File: src/rtl/ps2_pkg.sv
// Shared PS/2 set-2 constants, device-response ignore list and frame states.
// Build option: define PS2_PARITY_CHECK_EN to reject frames with bad odd parity.
package ps2_pkg;

    localparam logic [7:0] PS2_PFX_EXT   = 8'hE0;
    localparam logic [7:0] PS2_PFX_BRK   = 8'hF0;
    localparam logic [7:0] PS2_PFX_PAUSE = 8'hE1;

    typedef enum logic [1:0] {
        IDLE,
        DATA,
        PARITY,
        STOP
    } frame_state_t;

    // Keyboard replies (BAT ok, ACK, echo, resend, buffer errors) that carry no key event.
    function automatic logic is_device_response(input logic [7:0] code);
        case (code)
            8'hAA, 8'hFA, 8'hEE, 8'hFE, 8'h00, 8'hFF: return 1'b1;
            default:                                  return 1'b0;
        endcase
    endfunction

endpackage

File: src/rtl/ps2_line_filter.sv
// Synchronizes the raw PS/2 lines into KB_CLK and glitch-filters the PS/2 clock.
// Build option: none (PS2_PARITY_CHECK_EN only affects ps2_scan_receiver).
module ps2_line_filter #(
    parameter int FILTER_LEN = 8
) (
    input  logic KB_CLK,
    input  logic RESET,
    input  logic PS2_KBCLK,
    input  logic PS2_KBDAT,
    output logic kb_clk_filt,
    output logic kb_clk_fall,
    output logic kb_dat_sync
);

    logic [1:0]            clk_sync;
    logic [1:0]            dat_sync;
    logic [FILTER_LEN-1:0] clk_hist;

    // The filtered clock only flips once the whole history agrees; the fall pulse
    // is registered together with the 1->0 change so both appear in the same cycle.
    always_ff @(posedge KB_CLK or posedge RESET) begin
        if (RESET) begin
            clk_sync    <= 2'b11;
            dat_sync    <= 2'b11;
            clk_hist    <= '1;
            kb_clk_filt <= 1'b1;
            kb_clk_fall <= 1'b0;
        end else begin
            clk_sync    <= {clk_sync[0], PS2_KBCLK};
            dat_sync    <= {dat_sync[0], PS2_KBDAT};
            clk_hist    <= {clk_hist[FILTER_LEN-2:0], clk_sync[1]};
            kb_clk_fall <= 1'b0;
            if (kb_clk_filt && (clk_hist == '0)) begin
                kb_clk_filt <= 1'b0;
                kb_clk_fall <= 1'b1;
            end else if (clk_hist == '1) begin
                kb_clk_filt <= 1'b1;
            end
        end
    end

    assign kb_dat_sync = dat_sync[1];

endmodule

File: src/rtl/ps2_scan_receiver.sv
// PS/2 device-to-host frame receiver that strips E0/F0/E1 prefixes into level key events.
// Build option: define PS2_PARITY_CHECK_EN to turn odd-parity failures into RX_ERROR.
module ps2_scan_receiver
    import ps2_pkg::*;
#(
    parameter int FILTER_LEN     = 8,
    parameter int TIMEOUT_CYCLES = 4096,
    parameter int PAUSE_SWALLOW  = 7
) (
    input  logic       KB_CLK,
    input  logic       RESET,
    input  logic       PS2_KBCLK,
    input  logic       PS2_KBDAT,
    output logic [7:0] RX_SCAN,
    output logic       RX_PRESSED,
    output logic       RX_EXTENDED,
    output logic       RX_STROBE,
    output logic       RX_ERROR
);

    localparam int TW = $clog2(TIMEOUT_CYCLES + 1);
    localparam int PW = $clog2(PAUSE_SWALLOW + 1);

    logic          kb_clk_filt;
    logic          kb_clk_fall;
    logic          kb_dat;
    logic          edge_take;
    logic          parity_ok;

    frame_state_t  state;
    logic [2:0]    bit_cnt;
    logic [7:0]    shreg;
    logic [TW-1:0] timeout_cnt;
    logic          byte_valid;
    logic          ext_flag;
    logic          brk_flag;
    logic [PW-1:0] pause_cnt;

    ps2_line_filter #(
        .FILTER_LEN (FILTER_LEN)
    ) u_line_filter (
        .KB_CLK      (KB_CLK),
        .RESET       (RESET),
        .PS2_KBCLK   (PS2_KBCLK),
        .PS2_KBDAT   (PS2_KBDAT),
        .kb_clk_filt (kb_clk_filt),
        .kb_clk_fall (kb_clk_fall),
        .kb_dat_sync (kb_dat)
    );

    assign edge_take = kb_clk_fall & ~kb_clk_filt;

`ifdef PS2_PARITY_CHECK_EN
    logic parity_bit;
    assign parity_ok = ^{shreg, parity_bit};
`else
    assign parity_ok = 1'b1;
`endif

    // Frame FSM, timeout watchdog and prefix tracking share one register block so
    // flag clearing on errors and on completed key events has a single owner.
    always_ff @(posedge KB_CLK or posedge RESET) begin
        if (RESET) begin
            state       <= IDLE;
            bit_cnt     <= '0;
            shreg       <= '0;
            timeout_cnt <= '0;
            byte_valid  <= 1'b0;
            ext_flag    <= 1'b0;
            brk_flag    <= 1'b0;
            pause_cnt   <= '0;
            RX_SCAN     <= 8'h00;
            RX_PRESSED  <= 1'b0;
            RX_EXTENDED <= 1'b0;
            RX_STROBE   <= 1'b0;
            RX_ERROR    <= 1'b0;
`ifdef PS2_PARITY_CHECK_EN
            parity_bit  <= 1'b0;
`endif
        end else begin
            byte_valid <= 1'b0;
            RX_STROBE  <= 1'b0;
            RX_ERROR   <= 1'b0;

            if ((state == IDLE) || edge_take) begin
                timeout_cnt <= '0;
            end else begin
                timeout_cnt <= timeout_cnt + TW'(1);
            end

            if (edge_take) begin
                case (state)
                    IDLE: begin
                        if (!kb_dat) begin
                            state   <= DATA;
                            bit_cnt <= '0;
                        end
                    end
                    DATA: begin
                        shreg <= {kb_dat, shreg[7:1]};
                        if (bit_cnt == 3'd7) begin
                            state <= PARITY;
                        end else begin
                            bit_cnt <= bit_cnt + 3'd1;
                        end
                    end
                    PARITY: begin
`ifdef PS2_PARITY_CHECK_EN
                        parity_bit <= kb_dat;
`endif
                        state <= STOP;
                    end
                    STOP: begin
                        state <= IDLE;
                        if (kb_dat && parity_ok) begin
                            byte_valid <= 1'b1;
                        end else begin
                            RX_ERROR <= 1'b1;
                            ext_flag <= 1'b0;
                            brk_flag <= 1'b0;
                        end
                    end
                    default: state <= IDLE;
                endcase
            end else if ((state != IDLE) && (timeout_cnt == TW'(TIMEOUT_CYCLES - 1))) begin
                state    <= IDLE;
                RX_ERROR <= 1'b1;
                ext_flag <= 1'b0;
                brk_flag <= 1'b0;
            end

            // shreg still holds the completed byte here; the next start bit is far away.
            if (byte_valid) begin
                if (pause_cnt != '0) begin
                    pause_cnt <= pause_cnt - PW'(1);
                end else if (shreg == PS2_PFX_PAUSE) begin
                    pause_cnt <= PW'(PAUSE_SWALLOW);
                end else if (shreg == PS2_PFX_EXT) begin
                    ext_flag <= 1'b1;
                end else if (shreg == PS2_PFX_BRK) begin
                    brk_flag <= 1'b1;
                end else if (!is_device_response(shreg)) begin
                    RX_SCAN     <= shreg;
                    RX_PRESSED  <= ~brk_flag;
                    RX_EXTENDED <= ext_flag;
                    RX_STROBE   <= 1'b1;
                    ext_flag    <= 1'b0;
                    brk_flag    <= 1'b0;
                end
            end
        end
    end

endmodule

File: config.mk
export PLATFORM = sky130hd
export DESIGN_NAME = ps2_scan_receiver
export DESIGN_NICKNAME = d
export VERILOG_FILES = /design/src/rtl/ps2_pkg.sv /design/src/rtl/ps2_line_filter.sv /design/src/rtl/ps2_scan_receiver.sv
export SDC_FILE = /design/constraint.sdc
export NUM_CORES = 1
export LEC_CHECK = 0
export ABC_AREA = 1
export CORE_ASPECT_RATIO = 1.25
export CORE_MARGIN = 4
export CORE_UTILIZATION = 23
export DETAILED_ROUTE_END_ITERATION = 12
export GPL_TIMING_DRIVEN = 0
export PLACE_DENSITY_LB_ADDON = 0.08
export SLEW_MARGIN = 25
export SYNTH_ARGS = -nofsm -noshare
export SYNTH_HDL_FRONTEND = slang
export SYNTH_SLANG_ARGS = --single-unit
File: constraint.sdc
create_clock -name KB_CLK -period 2.65 [get_ports KB_CLK]
set_clock_uncertainty 0.15 [all_clocks]
set_input_delay 0.53 -clock KB_CLK [delete_from_list [all_inputs] [get_ports KB_CLK]]
set_output_delay 0.53 -clock KB_CLK [all_outputs]
set_load 0.01 [all_outputs]
==> results, run 1 <==
- The flow ran to the end, and the final reports show no timing, DRC or antenna violations.
- For the pin with the worst max-slew slack, the measured transition is 361.6 ps.
- The total setup violations reported at the end of the flow is 0.
- In the post-synthesis netlist, the cell with the most instances is nand2_1.
- STA classifies the critical path startpoint as a flop.
- The number of search-and-repair iterations in the first detailed-routing pass is 4.
- Of all flip-flops after synthesis, the portion carrying an async set or reset was 1.000.
- For the worst setup path, the data required time is 1970 ps.
- In the global route stage, overall resource usage came out at 0.09088.
- The signal on the critical path passes through clkdlybuf4s50_1.
- For this run, the slowest stage of the critical path takes 550 ps.
- The number of nets in the synthesized netlist is 324.
- Static timing analysis puts the maximum clock frequency at 0.5171 GHz.
- The type of the worst min-delay path is flop to flop.
- At the end of the flow, the number of nets in the layout was 351.
- Yosys mapped a number of flops with a built-in enable equal to 0.
- The floorplan step defined a die boundary enclosing 13500 um2.
- The worst-case IR drop observed on VDD is 0.3266 mV.
- The critical path is of the flop to output port type.
- The share of total power dissipated in the clock network is 0.546.
- TritonCTS built the clock tree.
- The tightest hold path in the finished design has a slack of 201.2 ps.
- The average wire per standard cell is 11.65 um.
- In this run, post-CTS repair resized a total of 0 instances.
- The number of port buffers is 15.
- The final weighted congestion in routability-driven placement is 0.7679.
- The maximum level of the CTS H-tree is 3.
- The slowest stage cell on the critical path is clkdlybuf4s50_1.
- After synthesis, the most frequently instantiated cells are 70 x nand2_1, 47 x inv_1, 45 x dfrtp_1, 40 x nor2_1, 27 x nand3_1.
- The number of buffers added by the clock tree synthesis step is 9.
- The number of routed nets with antenna violations is 0.
- The critical path endpoint category is an output port.
- Dividing the final minimum period by the clock period gives 0.7298.
- The final antenna diode count is 0.
- Of the total power, registers draw 0.437.
- Setup repair after global routing left no endpoint under its margin.
- Of the total power, the share spent switching nets is 0.2022.
- Data arrives at the worst endpoint at 1250 ps.
- The number of sinks driven by the clock tree is 58.
- The clock passes through at most 2 buffers.
- The horizontal die dimension is 104.7 um.
- The largest net degree at the start of global routing is 44.
- The detailed router finished its first iteration with 103 violations.
- The detailed router placed 1991 vias in this run.
- The share of the synthesized area in the top cell type is 0.4188.
- Relative to the synthesized area, the layout overhead comes to 23.78%.
- Cell internal power was estimated by the tool at 1.668 mW.
- The initial antenna violation count is 0.
- Power spread over the standard cell area amounts to 628.2 nW/um2.
- In this run the vertical extent of the chip is 128.9 um.
- The total power consumption of the routed design is 2.091 mW.
- The part of the total power dissipated in combinational logic is 0.016.
- The number of global-route vias before repair is 2026.
- The number of top-level design ports is 16.
- Buffers added to address setup during post-CTS repair amount to 0.
- The placement row count is 43.
- The post-synthesis instance area is 2689 um2.
- Among all flip-flop cells after synthesis, the most frequent one is dfrtp_1.
- The post-synthesis instance total is 310.
- The post-synthesis register bit count is 58.
- Clock-pin slew was measured on the worst setup and hold paths at 60 ps.
- Of all nets on the critical path, the largest fanout is 2.
- During synthesis, Yosys emitted a total of 0 warnings.
- The routed design has 5555 um of wire.
- Among cell families on the critical path, the largest total delay comes from buffers and inverters.
- A synthesized cell averages 8.674 um2.
- The power spent charging and discharging nets is 0.4228 mW.
- The detailed-route DRC error count is 0.
- CTS placed an instance of clkbuf_16 at the clock tree root.
- In the final layout, the share of cells above drive strength 1 is 0.1345.
- The initial utilization of the core area, before any placement, comes to 0.2391.
- The hold violation total from the final report is 0.
- The number of buffer and inverter stages on the critical path is 1.
- The sum of overflow across all layers after global routing is 0.
- dfrtp_1 takes more of the synthesized area than any other cell.
- The clock insertion delay at the later pin of the skew report is 330 ps.
- The first global-routing pass estimated 9549 um of wire.
- Buffers inserted to repair hold after CTS numbered 0.
- The number of different library cells used by synthesis comes to 24.
- After detailed routing, the number of vias per cell comes to 4.174.
- For this design the static power due to leakage is 1.591 nW.
- Once detailed placement completed, the half-perimeter wirelength came to 3957 um.
- The total count of max-transition violations in the final report is 0.
- The worst pin sits at a relative slew slack of 0.7581.
- The region available for standard cell placement spans 11240 um2.
- The setup TNS is 0 ps.
- Sorting the synthesized cells by area gives the leading types as dfrtp_1 42%, dfstp_2 13%, nand2_1 9.8%.
- The clock period minus final worst setup slack is 1934 ps.
- The tool flagged a number of max-cap violations equal to 0.
- For this run, the register share of the synthesized area comes to 0.5458.
-- cells in the final DEF, fill, tap and decap left out, types with 3 or more instances in the layout --
cell	instances
clkdlybuf4s50_1	15
clkbuf_1	3
nand2_1	70
nand3_1	27
nand2_2	5
nor2_1	40
dfstp_2	13
nor3_1	8
o21ai_0	16
a21oi_1	7
dfrtp_1	45
ha_1	10
o21a_1	3
clkbuf_16	9
inv_1	46
-- power by group through the flow --
stage	clock [mW]	sequential [mW]	combinational [mW]
CTS	1.18	0.915	0.0368
detailed placement	0	0.929	0.0367
finish	1.14	0.914	0.0343
global placement	0	0.929	0.0307
global route	1.22	0.915	0.0399
floorplan	0	0.926	0.0184
-- final cells by class --
class,instances,area [um2]
timing repair buffer,16,177.7
tap,135,168.9
clock inverter,3,40.04
buffer,3,21.27
clock buffer,13,250.2
multi-input combinational,200,1016
sequential,58,1468
inverter,49,186.4
fill,1187,7916
-- cells by family (layout without fill, tap and decap cells) --
group / Yosys count / count (layout) / share of synthesized area
adder cells (fa/ha/maj): 10 / 10 / 0.04653
buffers and inverters: 52 / 84 / 0.07632
AND/OR/NAND/NOR: 159 / 159 / 0.2634
multiplexers: 2 / 2 / 0.008375
flip-flops: 58 / 58 / 0.5458
AO/OA/AOI/OAI: 29 / 29 / 0.05956
-- final timing paths --
check | from | end | slack (ps) | cells after the start
max in group asynchronous | RESET | u_line_filter.dat_sync[1] | 1460 | 3
hold / removal | u_line_filter.clk_sync[1] | u_line_filter.clk_hist[0] | 200 | 0
min in group asynchronous | RESET | RX_SCAN[6] | 330 | 2
setup / recovery | RX_PRESSED | RX_PRESSED | 720 | 1
setup reg to reg | u_line_filter.kb_clk_filt | timeout_cnt[10] | 840 | 7
hold reg to reg | u_line_filter.clk_sync[1] | u_line_filter.clk_hist[0] | 200 | 0
-- layer usage --
metal / share of wire / track usage / wire, um / vias up
met2: 0.48 / 0.1586 / 2688 / 26
met5: 0 / 0 / 0 / -
met4: 0.016 / 0.04170 / 91 / 0
met1: 0.46 / 0.1000 / 2563 / 926
met3: 0.038 / 0.03161 / 211 / 9
li1: - / - / - / 1030
-- registers in the layout, indices dropped and copies added (netlist names) --
| signal | flops |
|---|---|
| RX_ERROR | 1 |
| RX_EXTENDED | 1 |
| RX_PRESSED | 1 |
| RX_SCAN | 8 |
| RX_STROBE | 1 |
| bit_cnt | 3 |
| brk_flag | 1 |
| byte_valid | 1 |
| ext_flag | 1 |
| pause_cnt | 3 |
| shreg | 8 |
| state | 2 |
| timeout_cnt | 13 |
| u_line_filter.clk_hist | 8 |
| u_line_filter.clk_sync | 2 |
| u_line_filter.dat_sync | 2 |
| u_line_filter.kb_clk_fall | 1 |
| u_line_filter.kb_clk_filt | 1 |
-- through the flow --
| step | util | instances | setup WS (ps) | cell area, um2 |
|---|---|---|---|---|
| floorplan | - | 310 | 563.5 | 2689 |
| global placement | 0.2675 | 460 | -748.5 | 3008 |
| detailed placement | 0.2702 | 461 | 791.7 | 3038 |
| CTS | 0.2960 | 477 | 692.0 | 3328 |
| global route | 0.2960 | 477 | 660.0 | 3328 |
| finish | 0.2960 | 477 | 716.0 | 3328 |
-- worst register-to-register path: stages (launching register included) --
cell and delay, ps:
dfstp_2 530, inv_1 50, nand2_1 130, inv_1 130
nor2_4 220, inv_1 200, o21ai_0 210, o21a_1 140
Power figures use the tool's default switching activity.
==> run 2, diff against run 1 <==
Clock period 2.65 ns to 1.69 ns, I/O delays scaled along.
==> run 2 against run 1 <==
Net effect:
- critical path type is now flop to flop
- worst setup slack lost 660 ps
- highest routed layer unchanged
- sequential cell count unchanged
- routed wire length up 1.5%
- register-to-register slack got worse by 780 ps
- first-iteration DRC count down 63%
- core utilization grew 1.6 points
- final cell count increased by 1.7%
- global-route usage about the same
- via count rose by 1.6%
==> results, run 2 (same netlist as run 1, synthesis figures left out) <==
- Dividing the final minimum period by the clock period gives 0.9647.
- The clock root buffer master is clkbuf_16.
- The overall track demand over capacity in global routing is 0.09133 (+0.0004451).
- The placeable core area is 11240 um2 (unchanged).
- The cell area power density came to 917.1 nW/um2 (+46%).
- Based on the critical path, the design can be clocked at up to 0.6134 GHz.
- The number of top-level design ports is 16 (unchanged).
- The most common cell after layout, fill and taps aside is nand2_1.
- The post-place setup slack is -131.4 ps (-923.0 ps).
- The number of search-and-repair iterations in the first detailed-routing pass is 4 (unchanged).
- The startpoint type of the worst setup path is a flop.
- The per-cell via count in the routed design came to 4.171 (about the same).
- The placed wire-length estimate after detailed placement is 3982 um (+0.63%).
- The category of the most critical setup path is flop to flop.
- The total count of max-transition violations in the final report is 0 (unchanged).
- The horizontal die dimension is 104.7 um (unchanged).
- The hold violation total from the final report is 0 (unchanged).
- The area growth from synthesis to layout is 30.29%.
- The reported max-cap violation count is 0 (unchanged).
- More flip-flops sit in one register than any other, and that register is timeout_cnt.
- The final-stage net count is 359 (+2.3%).
- The worst hold path belongs to the class flop to flop.
- The number of global-route vias before repair is 2015 (-0.54%).
- The required time of the critical path came to 1760 ps (-210 ps).
- The final weighted congestion in routability-driven placement is 0.7185 (-6.4%).
- The placement row count was 43 (unchanged).
- Setup repair after global routing could not meet its margin everywhere.
- The data arrival time of the worst path is 1700 ps (+450 ps).
- The number of placed cells counting well taps is 462 (+0.22%).
- The share of cells above drive strength 1 is 0.2257 (+0.09121).
- The total via count after detailed routing was 2023 (+1.6%).
- The effective utilization at floorplan is 0.2391 (unchanged).
- The relative slew slack came to 0.6036 (-0.1545).
- The peak supply drop is 0.3800 mV (+16%).
- The number of routed nets with antenna violations is 0 (unchanged).
- The maximum fanout along the worst path is 5 (+3).
- The final antenna diode count is 0 (unchanged).
- The setup TNS is 0 ps (unchanged).
- The number of buffers added by the clock tree synthesis step came to 9 (unchanged).
- The maximum number of buffers from clock root to sink is 2 (unchanged).
- STA classifies the critical path endpoint as a flop.
- The average wire per standard cell is 11.63 um (-0.16%).
- The slack of the critical path came to 59.61 ps (-656.4 ps).
- The clock-pin slew on the worst setup and hold paths is 50 ps (about the same).
- The clock insertion delay at the later pin of the skew report was 330 ps (about the same).
- The detailed route wirelength on metal2 was 2877 um (+7.0%).
- TritonCTS built the clock tree.
- The maximum level of the CTS H-tree is 3 (unchanged).
- After layout, the minimum clock period comes to 1630 ps.
- The run finished with clean final reports.
- The initial antenna violation count is 0 (unchanged).
- The largest net degree at the start of global routing is 25 (-43%).
- The number of flip-flops under the largest register name was 13 (unchanged).
- The total setup violations reported at the end of the flow was 0 (unchanged).
- The sum of overflow across all layers after global routing was 0 (unchanged).
- In the layout the commonest cells are 62 x nand2_1, 42 x dfrtp_1, 40 x inv_1.
- The y dimension of the die is 128.9 um (unchanged).
- The number of non-filler instances in the completed layout is 485 (+1.7%).
- The actual transition at the worst max-transition pin is 593.4 ps (+231.8 ps).
- The number of sinks driven by the clock tree was 58 (unchanged).
- The highest routed metal layer is met4.
- The static leakage is 1.710 nW (+7.5%).
- The detailed-route DRC error count is 0 (unchanged).
- The met1 wire length is 2430 um (-5.2%).
- The number of port buffers is 15 (unchanged).
- The die area is 13500 um2 (unchanged).
- The final core utilization came to 0.3116 (+0.01558).
- The DRC violation total after the first TritonRoute iteration is 38 (-63%).
- The met3 routed wirelength is 183 um (-13%).
- The global-route wire length before repair is 9632 um (+0.87%).
- The overall routed net length is 5639 um (+1.5%).
-- run 2: worst max-delay path: stages, from the launching register on --
cell and delay (ps):
dfrtp_1 380, inv_2 90, ha_4 140, inv_2 40, nor2_4 150, nand3_4 130
inv_4 90, nand3_4 100, clkbuf_16 180, nand2_2 50, nand2_1 40
-- run 2: through the flow --
step | instance area [um2] | hold slack [ps] | total power [mW]
6_report | 3503 | 204.4 | 3.213
5_1_grt | 3503 | 207.8 | 3.345
4_1_cts | 3367 | 206.2 | 3.286
3_5_place_dp | 3067 | 198.7 | 1.521
3_3_place_gp | 3012 | 196.1 | 1.505
2_1_floorplan | 2693 | 192.5 | 1.481
-- run 2: layer usage --
metal | GRT usage | up-vias
li1 | - | 1057
met1 | 0.1010 | 935
met2 | 0.1563 | 19
met3 | 0.02559 | 12
met4 | 0.05637 | 0
met5 | 0 | -
-- run 2: cell type report --
cell class              count  area, um2
plain buffers               3      30.03
clock buffers              14      274.0
clock inverters             2      10.01
fillers                  1146       7741
inverters                  49      192.7
multi-input cells         201       1096
flip-flops and latches     58       1471
well taps                 135      168.9
repair buffers             23      260.3
-- run 2: report_power, final --
group          leakage, nW  switching (mW)  internal [mW]  total [mW]
clock                0.143           0.612           1.11        1.72
sequential           0.761          0.0110           1.42        1.43
combinational        0.807          0.0381         0.0239      0.0619
total                 1.71           0.661           2.55        3.21
-- run 2: final timing paths --
check	startpoint	to	slack, ps	depth (start not counted)
min in group asynchronous	RESET	timeout_cnt[11]	280	2
max in group asynchronous	RESET	u_line_filter.clk_hist[7]	380	4
max	pause_cnt[1]	RX_EXTENDED	60	10
min reg2reg	u_line_filter.clk_sync[1]	u_line_filter.clk_hist[0]	200	0
min	u_line_filter.clk_sync[1]	u_line_filter.clk_hist[0]	200	0
max reg2reg	pause_cnt[1]	RX_EXTENDED	60	10
-- run 2: what timing repair did --
action	4_1_cts	5_1_grt
setup endpoints to repair	31	26
pin swaps	1	7
buffers inserted	2	3
cloned	0	2
hold buffers	0	0
gates resized for setup	17	30
==> run 3, diff against run 2 <==
Settings changed: ABC_AREA 1 to not set.
==> run 3 against run 2 <==
Net effect:
- the run now ends with setup timing left
- via count down 12%
- count of clock-buffer cells in the layout unchanged
- critical path depth down 5
- sequential cell count unchanged
- register-to-register slack worse by 320 ps
- non-clock buffer count up 21
- synthesized area down 4.7%
- final area up 5.0%
- die area down 4.3%
- global-route usage up 0.32 points
- largest cell class unchanged
==> results, run 3 <==
- The global-route wire length before repair is 9232 um (-4.2%).
- The overall routed net length is 5474 um (-2.9%).
- The post-synthesis instance total is 212 (-32%).
- The most used flip-flop cell after synthesis is dfrtp_1.
- The slowest stage cell on the critical path is dfrtp_2.
- The portion of total power attributed to the clock network is 0.533 (-0.002).
- The routing usage on met1 was 0.1067 (+0.005717).
- The total via count after detailed routing was 1785 (-12%).
- The reported max-cap violation count is 0 (unchanged).
- The average wire per standard cell is 13.55 um (+17%).
- The post-synthesis instance area is 2564 um2 (-4.7%).
- The detailed-route DRC error count is 0 (unchanged).
- The y dimension of the die is 126.0 um (-2.2%).
- The number of filler cells placed in the layout is 1098 (-4.2%).
- The post-place setup slack is -438.9 ps (-307.5 ps).
- In the post-synthesis netlist, the biggest area contributors are dfrtp_1 44%, dfstp_2 13%, ha_1 4.9%.
- The proportion of power drawn by flip-flops and latches came to 0.451 (+0.005).
- The number of port buffers is 15 (unchanged).
- The largest net degree at the start of global routing is 28 (+12%).
- The clock-pin slew on the worst setup and hold paths is 50 ps (about the same).
- The area of all placed cells without fillers was 3679 um2 (+5.0%).
- The number of buffer and inverter stages on the critical path is 1 (-3).
- The placement row count came to 42 (-2.3%).
- The fraction of met3 tracks used by global routing came to 0.02489 (-0.0007002).
- The type of the worst min-delay path is input port to async pin.
- The die area was 12910 um2 (-4.3%).
- The peak-usage layer in the global routing report is met2.
- Counting flops per register, the top entry is timeout_cnt.
- The number of buffers added by the clock tree synthesis step is 9 (unchanged).
- The tree is rooted in a clkbuf_16.
- The number of sinks driven by the clock tree is 58 (unchanged).
- Among cell families on the critical path, the largest total delay comes from simple AND/OR/NAND/NOR gates.
- The final-stage net count came to 281 (-22%).
- The sum of overflow across all layers after global routing was 0 (unchanged).
- The critical path endpoint category is a flop.
- The relative slew slack is 0.7667 (+0.1632).
- The peak supply drop is 0.3207 mV (-16%).
- The slack of the critical path is -255.9 ps (-315.5 ps).
- The total internal power is 2.548 mW (-0.19%).
- The distinct cell type count of the synthesized netlist is 41 (+71%).
- The static leakage is 1.640 nW (-4.1%).
- Traced cell by cell, the critical path runs through nor4b_4, nand3_2, o221ai_4, buf_4, mux2_1.
- The DRC violation total after the first TritonRoute iteration is 29 (-24%).
- The clock period minus final worst setup slack was 1946 ps (+315.5 ps).
- The commonest cells after synthesis are 45 x dfrtp_1, 17 x nand2_1, 13 x dfstp_2, 13 x nor2_1.
- The placeable core area is 10720 um2 (-4.7%).
- The actual transition at the worst max-transition pin is 346.7 ps (-246.7 ps).
- The fraction of the cycle the final worst path needs was 1.151 (+0.1867).
- The final antenna diode count is 0 (unchanged).
- The maximum level of the CTS H-tree is 3 (unchanged).
- The data arrival time of the worst path is 2000 ps (+300 ps).
- The total count of max-transition violations in the final report was 0 (unchanged).
- The maximum number of buffers from clock root to sink was 2 (unchanged).
- STA classifies the critical path startpoint as a flop.
- The run finished, with violations left.
- The number of flip-flops under the largest register name was 13 (unchanged).
- The per-cell via count in the routed design was 4.418 (+5.9%).
- The number of enable flip-flop cells after synthesis was 0 (unchanged).
- The peak per-stage delay on the critical path is 460 ps (+80 ps).
- The overall track demand over capacity in global routing came to 0.09455 (+0.003227).
- The cell with the most instances after synthesis is dfrtp_1.
- The checks that failed: setup timing.
- The cell area power density was 866.9 nW/um2 (-5.5%).
- The clock insertion delay at the later pin of the skew report is 320 ps (about the same).
- The required time of the critical path came to 1740 ps (-20 ps).
- The share of cells above drive strength 1 is 0.4191 (+0.1934).
- Compared with the post-synthesis result, the final layout area differs by 43.48%.
- The number of top-level design ports came to 16 (unchanged).
- The placed wire-length estimate after detailed placement came to 3646 um (-8.4%).
- The total setup violations reported at the end of the flow was 15 (+15).
- The number of hold buffers added after cts is 0 (unchanged).
- The post-synthesis area per instance was 12.09 um2 (+39%).
- The part of the total power dissipated in combinational logic is 0.016 (-0.003).
- The TritonCTS clock tree is done.
- The share of the synthesized area in the top cell type came to 0.4392 (+0.02044).
- The number of routed nets with antenna violations was 0 (unchanged).
- The instance area after placement came to 2929 um2 (-4.5%).
- The met2 capacity usage during global routing came to 0.1506 (-0.005703).
- The horizontal die dimension came to 102.4 um (-2.2%).
- The number of placed cells counting well taps is 361 (-22%).
- The achievable clock frequency is 0.5139 GHz (-16%).
- In the layout the commonest cells are 40 x dfrtp_1, 25 x buf_4, 16 x nand2_1.
- The switching power share of the total was 0.2011 (-0.004504).
- The number of non-filler instances in the completed layout is 404 (-17%).
- The setup path with the least slack is of type flop to flop.
- The hold violation total from the final report is 0 (unchanged).
- The power spent charging and discharging nets was 0.6412 mW (-2.9%).
- The number of search-and-repair iterations in the first detailed-routing pass is 4 (unchanged).
- The total power consumption of the routed design is 3.189 mW (-0.76%).
- The yosys synthesis warning count is 0 (unchanged).
- Setup repair after global routing could not meet its margin everywhere.
- The maximum fanout along the worst path is 6 (+1).
- The sequential area share after synthesis is 0.5725 (+0.02664).
- The number of global-route vias before repair is 1921 (-4.7%).
- Summed over all instances, the cell type with the most area after synthesis is dfrtp_1.
- The effective utilization at floorplan was 0.2391 (about the same).
- The initial antenna violation count was 0 (unchanged).
- The total nets after synthesis is 226 (-30%).
- The final weighted congestion in routability-driven placement is 0.7314 (+1.8%).
- The most common cell after layout, fill and taps aside is dfrtp_1.
- The post-synthesis register bit count came to 58 (unchanged).
- The final core utilization is 0.3431 (+0.03158).
- The async set-or-reset flop fraction in the synthesized netlist is 1.000 (unchanged).
[run 3: cell types whose count changed in the layout (fill, tap and decap cells not counted), moves of 12 or more]
cell	before	now
nand3_1	26	5
buf_4	4	25
nor2_1	38	13
o21ai_0	16	4
inv_1	40	7
nand2_1	62	16
[run 3: final timing paths]
kind,start,depth (start not counted),slack [ps],endpoint
min in group KB_CLK,u_line_filter.clk_sync[1],0,200,u_line_filter.clk_hist[0]
worst min register to register,u_line_filter.clk_sync[1],0,200,u_line_filter.clk_hist[0]
max in group asynchronous,RESET,4,550,u_line_filter.clk_hist[6]
worst min-delay path,RESET,2,150,timeout_cnt[10]
worst max register to register,shreg[2],5,-260,RX_SCAN[7]
worst max-delay path,shreg[2],5,-260,RX_SCAN[7]
[run 3: final cells by class]
type	count	area, um2	share of cell area
Inverter	12	48.80	0.01327
Clock inverter	2	10.01	0.002721
Buffer	3	31.28	0.008503
Multi-Input combinational cell	139	1265	0.3439
Timing Repair Buffer	44	410.4	0.1116
Clock buffer	14	274.0	0.07449
Tap cell	132	165.2	0.04490
Sequential cell	58	1474	0.4007
[run 3: kinds of logic (layout without fill, tap and decap cells)]
family	after synthesis	count (layout)	synth area share
AO/OA/AOI/OAI	27	27	0.07418
XOR/XNOR	10	10	0.03417
adder cells (fa/ha/maj)	10	10	0.04880
buffers and inverters	15	75	0.02782
flip-flops	58	58	0.5725
multiplexers	20	20	0.09468
AND/OR/NAND/NOR	72	72	0.1479
[run 3: through the flow]
step	setup TNS, ps	hold WS (ps)
2_1_floorplan	-1268	192.5
3_3_place_gp	-22610	196.3
3_5_place_dp	-7723	198.7
4_1_cts	-2119	147.0
5_1_grt	-4146	162.5
6_report	-2846	154.3
[run 3: power by group through the flow]
stage | Sequential [mW] | Combinational [mW] | Clock [mW]
3_3_place_gp | 1.46 | 0.0435 | 0
2_1_floorplan | 1.45 | 0.0249 | 0
4_1_cts | 1.44 | 0.0561 | 1.77
6_report | 1.44 | 0.0522 | 1.70
3_5_place_dp | 1.46 | 0.0566 | 0
5_1_grt | 1.44 | 0.0604 | 1.84
[run 3: layer usage]
layer	vias to the layer above	part of all wire	wire length, um
li1	866	-	-
met1	877	0.43	2327
met2	30	0.51	2772
met3	12	0.037	205
met4	0	0.031	169
met5	-	0	0
[run 3: what timing repair did]
action | 4_1_cts | 5_1_grt
gates resized for setup | 43 | 21
setup endpoints to repair | 49 | 33
pin swaps | 8 | 16
setup buffers | 20 | 7
